## src/rtl/frame_sched.sv

```systemverilog
// frame_sched: fills the back bank of a double-buffered LED cube frame RAM
// from either the pattern generator (mode 00) or the UART (mode 11), and
// swaps banks only at the end of a full scan. Modes 01/10 freeze the display.
// Optional build macro FRAME_SCHED_RESYNC_EN: a UART inter-byte gap of
// RESYNC_CYCLES clocks aborts a partially received frame.
//
// state     | meaning
// ----------+-----------------------------------------------------------
// IDLE      | freeze mode (01/10), or first cycle after reset release
// FILL      | accepting bytes into bank ~disp_bank
// WAIT_SWAP | back bank complete, waiting for scan_done to swap banks
module frame_sched #(
  parameter int FRAME_BYTES   = 64,
  parameter int RESYNC_CYCLES = 50000
) (
  input  logic        clk,
  input  logic        rst,
  input  logic [1:0]  mode,
  input  logic        rx_valid,
  input  logic [7:0]  rx_data,
  output logic        gen_req,
  input  logic        gen_valid,
  input  logic [7:0]  gen_data,
  input  logic        scan_done,
  output logic        wr_en,
  output logic [6:0]  wr_addr,
  output logic [7:0]  wr_data,
  output logic        disp_bank,
  output logic [15:0] frame_cnt,
  output logic        overrun
);

  // The write address carries a 6-bit byte index, so frames are capped at 64.
  if (FRAME_BYTES < 2 || FRAME_BYTES > 64) begin : g_bad_frame
    $error("frame_sched: FRAME_BYTES must be in 2..64");
  end
  if (RESYNC_CYCLES < 1) begin : g_bad_resync
    $error("frame_sched: RESYNC_CYCLES must be at least 1");
  end

  typedef enum logic [1:0] {IDLE, FILL, WAIT_SWAP} state_t;

  localparam logic [5:0] LAST_IDX = 6'(FRAME_BYTES - 1);

  state_t     state, state_nxt;
  logic [1:0] mode_q;
  logic [5:0] idx, idx_nxt;
  logic       mode_chg, run_mode;
  logic       accept, swap, drop;
  logic [7:0] acc_data;
  logic       resync_hit;

  assign mode_chg = (mode != mode_q);
  assign run_mode = (mode == 2'b00) || (mode == 2'b11);

`ifdef FRAME_SCHED_RESYNC_EN
  localparam int GW = $clog2(RESYNC_CYCLES + 1);
  logic [GW-1:0] gap_cnt;
  logic          gap_run;

  // Counts idle UART cycles only while a partial frame is in progress;
  // rx_valid stands in for acceptance since FILL + mode 11 accepts every strobe.
  assign gap_run    = (state == FILL) && (mode == 2'b11) && !mode_chg &&
                      (idx != 6'd0) && !rx_valid;
  assign resync_hit = gap_run && (gap_cnt == GW'(RESYNC_CYCLES));

  // Gap counter: clears on any byte or whenever no partial frame is open.
  always_ff @(posedge clk or posedge rst) begin
    if (rst)                         gap_cnt <= '0;
    else if (gap_run && !resync_hit) gap_cnt <= gap_cnt + GW'(1);
    else                             gap_cnt <= '0;
  end
`else
  assign resync_hit = 1'b0;
`endif

  // State, index and mode history registers.
  always_ff @(posedge clk or posedge rst) begin
    if (rst) begin
      state  <= IDLE;
      idx    <= 6'd0;
      mode_q <= 2'b00;
    end else begin
      state  <= state_nxt;
      idx    <= idx_nxt;
      mode_q <= mode;
    end
  end

  // Next state, byte acceptance and swap/drop decisions. A mode change
  // blocks acceptance for its cycle so the aborted frame gets no more writes.
  always_comb begin
    state_nxt = state;
    idx_nxt   = idx;
    gen_req   = 1'b0;
    accept    = 1'b0;
    acc_data  = rx_data;
    swap      = 1'b0;
    drop      = 1'b0;
    if (mode_chg) begin
      idx_nxt   = 6'd0;
      state_nxt = run_mode ? FILL : IDLE;
    end else begin
      case (state)
        IDLE: begin
          drop = (mode == 2'b11) && rx_valid;
          if (run_mode) state_nxt = FILL;
        end
        FILL: begin
          gen_req = (mode == 2'b00);
          if (mode == 2'b11) begin
            accept   = rx_valid;
            acc_data = rx_data;
          end else if (mode == 2'b00) begin
            accept   = gen_valid;
            acc_data = gen_data;
          end
          if (accept) begin
            if (idx == LAST_IDX) begin
              idx_nxt   = 6'd0;
              state_nxt = WAIT_SWAP;
            end else begin
              idx_nxt = idx + 6'd1;
            end
          end else if (resync_hit) begin
            idx_nxt = 6'd0;
          end
        end
        WAIT_SWAP: begin
          drop = (mode == 2'b11) && rx_valid;
          if (scan_done) begin
            swap      = 1'b1;
            state_nxt = FILL;
          end
        end
        default: state_nxt = IDLE;
      endcase
    end
  end

  // Registered RAM write port, bank selection, swap counter and overrun flag.
  always_ff @(posedge clk or posedge rst) begin
    if (rst) begin
      wr_en     <= 1'b0;
      wr_addr   <= 7'd0;
      wr_data   <= 8'd0;
      disp_bank <= 1'b0;
      frame_cnt <= 16'd0;
      overrun   <= 1'b0;
    end else begin
      wr_en <= accept;
      if (accept) begin
        wr_addr <= {~disp_bank, idx};
        wr_data <= acc_data;
      end
      if (swap) begin
        disp_bank <= ~disp_bank;
        frame_cnt <= frame_cnt + 16'd1;
      end
      if (drop) overrun <= 1'b1;
    end
  end

endmodule

```

## config.mk

```make
export PLATFORM = sky130hd
export DESIGN_NAME = frame_sched
export DESIGN_NICKNAME = d
export VERILOG_FILES = /design/src/rtl/frame_sched.sv
export SDC_FILE = /design/constraint.sdc
export NUM_CORES = 1
export LEC_CHECK = 0
export ABC_AREA = 1
export CAP_MARGIN = 20
export CORE_MARGIN = 5
export CORE_UTILIZATION = 50
export CTS_CLUSTER_DIAMETER = 50
export CTS_CLUSTER_SIZE = 16
export DETAILED_ROUTE_END_ITERATION = 12
export GPL_TIMING_DRIVEN = 0
export PLACE_DENSITY_LB_ADDON = 0.15
export SETUP_SLACK_MARGIN = 0.5
export SYNTH_ARGS = -nofsm -noshare
export SYNTH_HDL_FRONTEND = slang
export SYNTH_SLANG_ARGS = --single-unit
```

## constraint.sdc

```tcl
create_clock -name clk -period 1.7 [get_ports clk]
set_input_delay 0.34 -clock clk [delete_from_list [all_inputs] [get_ports clk]]
set_output_delay 0.34 -clock clk [all_outputs]
set_load 0.01 [all_outputs]
```

# == Yosys cells after proc, flatten, opt, wreduce, memory -nomap -nowiden ==
# Index checks and enable logic that the tools add are counted.
# op_classes
eq_ne,9
n_addsub,2
n_reduce_logical,9
n_bitwise,1
muxes,28
# ops
cell,count
8-bit two-way mux,4
6-bit two-way mux,4
"16-bit by 1-bit adder with 16-bit output, second input constant",1
1-bit two-way mux,14
"3-bit inequality test, second input constant",4
2-bit two-way mux,5
"6-bit by 1-bit adder with 6-bit output, second input constant",1
"6-bit == test, second input constant",1
2-bit one-hot mux with 3 select lines,1
"2-bit == test, second input constant",2
2-bit zero test,2
4-bit AND reduction,1
2-bit nonzero test,2
"2-bit by 1-bit == test with 1-bit output, second input constant",1
2-bit inequality test,1
2-bit AND reduction,1
2-bit OR reduction,1
1-bit logical AND,1
1-bit logical OR,1
1-bit inverter,1
# totals
regBits,44
output_inout_bits,35
input_bits,23
wordCells,58

# == Logic depth before layout (Yosys ltp) ==
# Gate-level depths: netlist (run 1).
# logic_depth
word_depth,8
ltp_mapped,10

# == Least setup slack after synthesis (run 1) ==
# Ideal clock, no wire load.
# synth_path
kind,register to output
from,register mode_q[1]
to,output gen_req
path_stages_with_launch,8
arrival_ps,1090
setup_slack_ps,270
t_required_ps,1360
cell_sequence,dfrtp_1 inv_1 nand2_1 nand2_4 clkinv_4 nand2_4 buf_6 nor3_1
# synth_between
elab_chain_cells,2
# synth_rtl
item,line,rtl
"start, declared",46,logic [1:0] mode_q;
"start signal, assigned",86,mode_q <= mode;
2-bit inequality test,53,assign mode_chg = (mode != mode_q);
1-bit two-way mux,100,if (mode_chg) begin
"end, declared",21,"output logic gen_req,"
# Every way passes these cells.

# == Worst setup path in the final report (run 1) ==
# layout_path
from,register mode_q[0]
to,register idx[3]
# layout_between
elab_chain_cells,3
# layout_rtl
item,line,rtl
2-bit inequality test *,53,
2-bit nonzero test (no source line),--,
2-bit AND reduction (no source line),--,
"end signal, assigned",85,idx <= idx_nxt;
"end, declared",47,"logic [5:0] idx, idx_nxt;"
# Every way passes the cells marked *; elsewhere a longest branch is shown, timed or not.
# A chain may end at the register's enable or synchronous reset.

==> results of run 1 <==
kinds of logic after synthesis:
kind of cell    after synthesis  synth area share [%]
xor+xnor                      8                  2.75
simple gates                203                  37.4
compound gates               22                  5.31
fa+ha+maj                     4                  1.97
flops                        44                  43.3
buf+inv                      49                  9.29
final cells by class:
cell class	count	area [um^2]	share of cell area (%)
plain buffers	6	87.6	2.15
repair buffers	108	962	23.6
clock inverters	3	18.8	0.461
well taps	70	87.6	2.15
multi-input cells	239	1560	38.2
inverters	43	188	4.61
flip-flops and latches	44	1100	27.1
clock buffers	5	68.8	1.69
placed cells by master, fill, tap and decap left out, types with 3 or more instances in the layout:
cell type	synthesis	final
nor2_1	29	25
clkbuf_8	0	5
dfrtp_1	44	43
nor3_1	11	10
nand3_2	1	8
clkdlybuf4s50_1	0	18
nand2_1	116	93
clkinv_4	1	3
xor2_1	5	5
buf_12	0	6
ha_4	0	3
nand2_2	8	18
o21ai_2	6	11
inv_2	6	6
nand3_1	19	11
buf_8	0	3
nand2_8	0	4
nand2_4	4	14
a21oi_2	0	3
buf_6	6	20
nand4_1	5	5
nor2_2	3	4
buf_2	0	30
nor2_8	3	3
inv_4	1	3
inv_1	35	30
buf_4	0	31
nor2_4	2	6
o21ai_0	9	4
routing by layer:
layer  share of wire [%]  wire length [um]
met3                 8.2               739
met2                  51              4610
met1                  36              3220
met4                 4.8               430
met5                   0                 0
where the power goes:
part	internal [W]	total (W)	switching, W
Combinational	0.000821	0.00174	0.000921
Sequential	0.00127	0.00144	0.000162
Clock	0.000288	0.000687	0.000400
Total	0.00238	0.00387	0.00148
timing repair:
| action | in CTS | in global routing |
|---|---|---|
| pin swaps | 28 | 18 |
| cloned | 4 | 1 |
| hold buffers | 0 | 0 |
| setup endpoints to repair | 77 | 65 |
| gates resized for setup | 204 | 39 |
| buffers inserted | 43 | 4 |
stage by stage:
| step | TNS [ns] | setup slack (ns) | total power, W | hold slack, ns |
|---|---|---|---|---|
| 2_1_floorplan | 0 | 0.362 | 0.00207 | 0.344 |
| 3_3_place_gp | -10.41 | -0.810 | 0.00266 | 0.454 |
| 3_5_place_dp | -12.26 | -0.855 | 0.00270 | 0.457 |
| 4_1_cts | -0.0160 | -0.0160 | 0.00365 | 0.372 |
| 5_1_grt | -1.15 | -0.102 | 0.00406 | 0.0244 |
| 6_report | -0.202 | -0.0660 | 0.00387 | 0.0407 |
how the worst min path moves through the flow:
stage	endpoint	slack, ns	from
CTS	mode_q[1]	0.37	mode[1]
floorplan	disp_bank	0.34	rst
detailed placement	wr_data[3]	0.46	wr_data[3]
finish	wr_addr[3]	0.04	rst
global placement	wr_data[1]	0.45	wr_data[1]
global route	wr_addr[3]	0.02	rst
flip-flops by register name, indices dropped and copies added, names as in the netlist:
signal	flops
wr_en	1
overrun	1
state	2
disp_bank	1
idx	6
frame_cnt	16
mode_q	2
wr_data	8
wr_addr	7
critical path: stages (launching register included):
cell,delay (ns)
dfrtp_1,0.40
inv_2,0.07
buf_6,0.11
buf_6,0.10
buf_6,0.10
buf_6,0.11
nand2_4,0.05
nand2_4,0.06
nor2_8,0.17
buf_12,0.17
nand2_8,0.07
a21oi_2,0.19
nor2_2,0.05
==> flow_summary.yaml, run 1 <==
detailed_routing:
  num_vias: 2823
  drt_iter0_markers: 328
  postRouteAntennaNets: 0
  vias_per_cell: 5.45
  firstDrtPassIters: 5
  routed_wl_um: 9000
  wire_per_inst_um: 17.4
  drc: 0
status:
  failed_checks: "negative setup slack"
  status: "finished with violations"
logic_synthesis:
  synth.distinct_cells: 27
  syn_nets: 357
  postSynthCellCount: 330
  async_flop_share_pct: 100
  synth_area_mm2: 0.00254
  synth_top_area_share_pct: 43.3
  yosys-top-cells-count: "nand2_1 (116), dfrtp_1 (44), inv_1 (35), nor2_1 (29), nand3_1 (19)"
  ys_seq_area_share_pct: 43.3
  synth_top_area_cell: "dfrtp_1"
  synth-edff-count: 0
  syn_avg_cell_area_um2: 7.71
  synth-seq-cells: 44
  synth_flop_cell: "dfrtp_1"
  ys.warnings.count: 0
  synthTopCellsByArea: "dfrtp_1 (43%), nand2_1 (17%), inv_1 (5.2%)"
  synth.most_common_cell: "nand2_1"
sta:
  hold_violations: 0
  relSlewSlack_pct: 73.8
  setup_violations: 5
  min_period_ns: 1.77
  drv_slew: 0
  rsz0062_at_grt: "yes"
  fmax_ghz: 0.566
  worstMarginPinSlew_ns: 0.391
  fin_skew_ns: 0.00886
  fin_crit_sh_pct: 104
  worst_slack_ns: -0.0660
cells_and_area:
  instances_no_fill: 518
  nNetsFinal: 474
  layout-drive-gt1-share_pct: 43.5
  design_area_mm2: 0.00407
  insertedDiodeCount: 0
  syn_to_final_growth_pct: 60.0
  nFillCells: 325
  utilization_pct: 81.3
flow_run:
  cap_viol_max_count: 0
worst_setup_path:
  startpoint_type: "flop"
  worstPathArrival_ns: 1.97
  cp-startpoint: "mode_q[0]"
  crit_required_ns: 1.90
  rrSetupSlack_ns: -0.07
  reg2reg_from: "mode_q[0]"
  crit_end: "idx[3]"
  critical_path_class: "flop to flop"
  end_kind: "flop"
  reg2reg_to: "idx[3]"
  reg2regPathDepth: 12
  path_max_fanout: 6
grt:
  antenna_found_initial: 0
  grtUsageTotal_pct: 24.7
  grt_overflow: 0
  grt_max_degree: 45
  grt_pass1_wl_um: 12600
  gr-usage-met2_pct: 42.6
  gr-usage-met3_pct: 5.43
  busiest_layer: "met2"
  grt_use_met1_pct: 29.0
  grt_pass1_vias: 2705
floorplan:
  die-area_mm2: 0.00662
  fp.dieW_um: 81.3
  start_util_pct: 50.8
  die_h_um: 81.3
  coreArea_mm2: 0.00501
  fp-row-count: 26
  io_pins: 58
clock_tree:
  cts_root_buf: "clkbuf_8"
  worstSkewPairLatency_ns: 0.31
  cts_tree: "done"
  cts_num_sinks: 44
  htreeDepth: 2
  clk_pin_slew_ns: 0.09
  clk_path_buf_depth: 2
  cts_buffers: 5
min_path:
  hp-class: "input port to asynchronous set/reset pin"
placed_design:
  port_buffers: 57
  gp_congestion: 0.824
  place_area_mm2: 0.00329
  post-dp-hpwl_um: 4260
  post-place-cells: 457
power:
  peakVddDrop_uv: 786
  p_leak_nw: 2.06
  cellPowerDensity_mw_per_mm2: 949
Note: power is estimated with default switching activity, not from simulation.
==> run 2, diff against run 1 <==
--- a/config.mk
+++ b/config.mk
@@ -14,6 +14,7 @@
 export DETAILED_ROUTE_END_ITERATION = 12
 export GPL_TIMING_DRIVEN = 0
 export PLACE_DENSITY_LB_ADDON = 0.15
+export RECOVER_POWER = 50
 export SETUP_SLACK_MARGIN = 0.5
 export SYNTH_ARGS = -nofsm -noshare
 export SYNTH_HDL_FRONTEND = slang
==> flow_summary.yaml, run 2 (same netlist as run 1, synthesis figures left out) <==
grt:
  grt_pass1_wl_um: 12600
  grt_max_degree: 45
  grt_overflow: 0
  grt_use_met1_pct: 29.0
  grtUsageTotal_pct: 24.7
  gr-usage-met2_pct: 42.6
  antenna_found_initial: 0
  gr-usage-met3_pct: 5.43
  grt_pass1_vias: 2705
  busiest_layer: "met2"
cells_and_area:
  top_register: "frame_cnt"
  layout_common_cells: "nand2_1 (93), dfrtp_1 (43), buf_4 (31)"
  syn_to_final_growth_pct: 59.9
  nNetsFinal: 474
  layout_commonest_cell: "nand2_1"
  largest_register_ffs: 16
  layout-drive-gt1-share_pct: 43.5
  largestRegisters: "frame_cnt: 16 flops, wr_data: 8 flops, wr_addr: 7 flops"
  insertedDiodeCount: 0
clock_tree:
  cts_root_buf: "clkbuf_8"
  worstSkewPairLatency_ns: 0.31
  clk_pin_slew_ns: 0.09
  cts_num_sinks: 44
  clk_path_buf_depth: 2
  htreeDepth: 2
  cts_tree: "done"
  cts_buffers: 5
worst_setup_path:
  end_kind: "flop"
  crit_required_ns: 1.90
  path_cells: "inv_2 -> buf_6 -> buf_6 -> buf_6 -> buf_6 -> nand2_4 -> nand2_4 -> nor2_8 -> buf_12 -> nand2_8 -> a21oi_2 -> nor2_2"
  startpoint_type: "flop"
  critical_path_class: "flop to flop"
  slowest_stage: "dfrtp_1"
  worstPathArrival_ns: 1.96
  slowest_delay_ns: 0.40
  path_max_fanout: 6
  cpMostUsedCell: "buf_6"
floorplan:
  coreArea_mm2: 0.00501
  io_pins: 58
  die-area_mm2: 0.00662
  fp-row-count: 26
  fp.dieW_um: 81.3
  die_h_um: 81.3
  start_util_pct: 50.8
flow_run:
  cap_viol_max_count: 0
detailed_routing:
  wire_per_inst_um: 17.3
  num_vias: 2824
  routed_wl_um: 8970
  firstDrtPassIters: 6
  drc: 0
  vias_per_cell: 5.45
  postRouteAntennaNets: 0
  drt_iter0_markers: 330
sta:
  setup_violations: 5
  fmax_ghz: 0.567
  drv_slew: 0
  worstMarginPinSlew_ns: 0.391
  fin_tns_setup_ns: -0.198
  fin_skew_ns: 0.00863
  relSlewSlack_pct: 73.7
  fin_crit_sh_pct: 104
  rsz0062_at_grt: "yes"
  min_period_ns: 1.76
  hold_violations: 0
  worst_slack_ns: -0.0640
placed_design:
  post-dp-hpwl_um: 4260
  dp_slack_ns: -0.855
  gp_congestion: 0.824
  port_buffers: 57
power:
  peakVddDrop_uv: 786
  cellPowerDensity_mw_per_mm2: 950
  p_leak_nw: 2.06
status:
  failed_checks: "negative setup slack"
  status: "finished with violations"
min_path:
  hp-class: "input port to asynchronous set/reset pin"
run 2: path summary, 6_finish.rpt:
path                            start       endpoint  slack [ns]  cells past startpoint
max in group asynchronous         rst  frame_cnt[10]        1.21                      3
min in group clk              mode[1]      mode_q[1]        0.38                      1
hold reg to reg            wr_data[5]     wr_data[5]        0.48                      2
setup reg to reg            mode_q[0]         idx[3]       -0.06                     12
setup / recovery            mode_q[0]         idx[3]       -0.06                     12
hold / removal                    rst     wr_addr[3]        0.04                      2
run 2: cell type report:
type,count,area (um^2)
Multi-Input combinational cell,239,1560
Sequential cell,44,1100
Timing Repair Buffer,108,962
Fill cell,326,940
Inverter,43,185
Buffer,6,87.6
Tap cell,70,87.6
Clock buffer,5,68.8
Clock inverter,3,18.8
run 2: per-stage QoR:
step	total power (W)	hold WS, ns	cell area [um^2]	cells	utilization (%)
finish	0.00387	0.0351	4070	518	81.2
global route	0.00406	0.0213	4070	518	81.2
CTS	0.00365	0.372	3830	512	76.5
detailed placement	0.00270	0.457	3290	457	65.7
global placement	0.00266	0.454	3290	457	65.7
floorplan	0.00207	0.344	2640	330	-
run 2: critical path, delay by kind of cell (launching register included):
family,cells,cell delay [ns]
compound gates,1,0.19
buf+inv,6,0.66
simple gates,5,0.40
flops,1,0.40
run 2: per-layer routing:
layer,wire (um),up-vias
met5,0,-
met4,485,0
met3,704,59
met2,4550,175
met1,3230,1326
li1,-,1264
run 2: power by group:
part / total [W] / switching [W] / internal [W]
registers: 0.00144 / 0.000162 / 0.00127
logic: 0.00174 / 0.000921 / 0.000821
clock network: 0.000687 / 0.000399 / 0.000288
total: 0.00387 / 0.00148 / 0.00238
run 2: what timing repair did:
item / in CTS / in global routing
resized for setup: 204 / 39
hold buffers: 0 / 0
setup endpoints to repair: 77 / 65
setup buffers: 43 / 4
pin swaps: 28 / 18
gates cloned: 4 / 1
==> run 3, diff against run 2 <==
--- a/config.mk
+++ b/config.mk
@@ -6,6 +6,7 @@
 export NUM_CORES = 1
 export LEC_CHECK = 0
 export ABC_AREA = 1
+export ABC_CLOCK_PERIOD_IN_PS = 1700
 export CAP_MARGIN = 20
 export CORE_MARGIN = 5
 export CORE_UTILIZATION = 50
@@ -13,6 +14,7 @@
 export CTS_CLUSTER_SIZE = 16
 export DETAILED_ROUTE_END_ITERATION = 12
 export GPL_TIMING_DRIVEN = 0
+export MAX_ROUTING_LAYER = met4
 export PLACE_DENSITY_LB_ADDON = 0.15
 export RECOVER_POWER = 50
 export SETUP_SLACK_MARGIN = 0.5
==> flow_summary.yaml, run 3 (same netlist as run 1, synthesis figures left out) <==
floorplan:
  fp-row-count: 26
  start_util_pct: 50.8
  coreArea_mm2: 0.00501
  fp.dieW_um: 81.3
  io_pins: 58
  die-area_mm2: 0.00662
  die_h_um: 81.3
placed_design:
  dp_slack_ns: -0.855
  post-dp-hpwl_um: 4260
  port_buffers: 57
  gp_congestion: 0.836
detailed_routing:
  vias_per_cell: 5.38
  drc: 0
  firstDrtPassIters: 5
  routed_wl_um: 8750
  wire_per_inst_um: 16.9
  drt_iter0_markers: 170
  num_vias: 2788
  postRouteAntennaNets: 0
worst_setup_path:
  rrSetupSlack_ns: -0.04
  path_max_fanout: 3
  slowest_stage: "dfrtp_1"
  reg2regPathDepth: 13
  worstPathArrival_ns: 1.42
  reg2reg_to: "idx[3]"
  critical_path_class: "flop to primary output"
  slowest_delay_ns: 0.42
  path_cells: "inv_2 -> nand2_2 -> nand2_4 -> nand2_8 -> buf_8 -> nor3_4 -> buf_2"
  crit_required_ns: 1.36
  reg2reg_from: "mode_q[0]"
  startpoint_type: "flop"
  end_kind: "primary output"
status:
  status: "finished with violations"
  failed_checks: "negative setup slack"
power:
  cellPowerDensity_mw_per_mm2: 943
  peakVddDrop_uv: 638
  p_leak_nw: 2.06
clock_tree:
  clk_path_buf_depth: 2
  cts_buffers: 5
  cts_root_buf: "clkbuf_8"
  htreeDepth: 2
  cts_tree: "done"
  hold_buffers: 0
  cts_num_sinks: 44
  worstSkewPairLatency_ns: 0.30
  clk_pin_slew_ns: 0.09
grt:
  grt_max_degree: 45
  grtUsageTotal_pct: 25.5
  grt_pass1_wl_um: 12600
  antenna_found_initial: 0
  grt_pass1_vias: 2696
  grt_overflow: 0
cells_and_area:
  layout-drive-gt1-share_pct: 43.1
  utilization_pct: 80.9
  layout_common_cells: "nand2_1 (95), dfrtp_1 (43), buf_4 (31)"
  nNetsFinal: 474
  insertedDiodeCount: 0
  nFillCells: 335
  top_register: "frame_cnt"
  largest_register_ffs: 16
  largestRegisters: "frame_cnt: 16 flops, wr_data: 8 flops, wr_addr: 7 flops"
  syn_to_final_growth_pct: 59.3
  layout_commonest_cell: "nand2_1"
sta:
  worstMarginPinSlew_ns: 0.411
  fin_crit_sh_pct: 103
  hold_violations: 0
  fin_skew_ns: 0.00523
  worst_slack_ns: -0.0551
  min_period_ns: 1.76
  drv_slew: 0
  setup_violations: 12
  rsz0062_at_grt: "yes"
  fmax_ghz: 0.570
  relSlewSlack_pct: 72.4
flow_run:
  cap_viol_max_count: 0
min_path:
  hp-class: "input port to asynchronous set/reset pin"
-- run 3: cell count changes in the layout (fill, tap and decap cells not counted), sizes merged --
cell    delta
inv        +1
clkinv     -1
-- run 3: per-stage QoR --
step                      TNS, ns  std cells  instance area (um^2)  hold slack, ns  power [W]
after floorplan                 0        330                  2640           0.344    0.00207
after global placement     -10.41        457                  3290           0.454    0.00266
after detailed placement   -12.26        457                  3290           0.457    0.00270
after CTS                 -0.0160        512                  3830           0.372    0.00365
after global routing        -1.73        518                  4050          0.0290    0.00403
final                      -0.205        518                  4050          0.0424    0.00382
-- run 3: what timing repair did --
action | 4_1_cts | 5_1_grt
cloned | 4 | 1
pin swaps | 28 | 15
setup endpoints to repair | 77 | 65
setup buffers | 43 | 4
resized for setup | 204 | 34
hold endpoints to repair | 0 | 0
-- run 3: cell type report --
cell class | instances | area (um^2) | area share [%]
multi-input cells | 239 | 1550 | 38.2
flip-flops and latches | 44 | 1100 | 27.2
repair buffers | 108 | 962 | 23.7
inverters | 43 | 183 | 4.51
well taps | 70 | 87.6 | 2.16
plain buffers | 6 | 83.8 | 2.07
clock buffers | 5 | 68.8 | 1.70
clock inverters | 3 | 18.8 | 0.463
-- run 3: where the power goes --
group | total [W] | switching, W | internal [W]
combinational | 0.00172 | 0.000897 | 0.000820
sequential | 0.00143 | 0.000158 | 0.00127
clock | 0.000673 | 0.000386 | 0.000287
-- run 3: how the worst max path moves through the flow --
stage	from	endpoint
6_report	mode_q[0]	gen_req
5_1_grt	mode_q[0]	idx[3]
4_1_cts	mode_q[0]	gen_req
3_5_place_dp	mode[1]	gen_req
3_3_place_gp	mode[1]	gen_req
2_1_floorplan	mode_q[1]	gen_req
-- run 3: per-layer routing --
metal  global-route usage (%)  routed length (um)  vias up
met5                        -                   0        -
met4                     11.5                 434        0
met3                     5.21                 690       53
met1                     29.4                3220     1324
met2                     42.7                4400      154
li1                         -                   -     1257
-- run 3: critical path: cells and delay by family (launching register included) --
family | cells | cell delay (ns)
simple gates | 4 | 0.34
buf+inv | 3 | 0.36
flops | 1 | 0.42
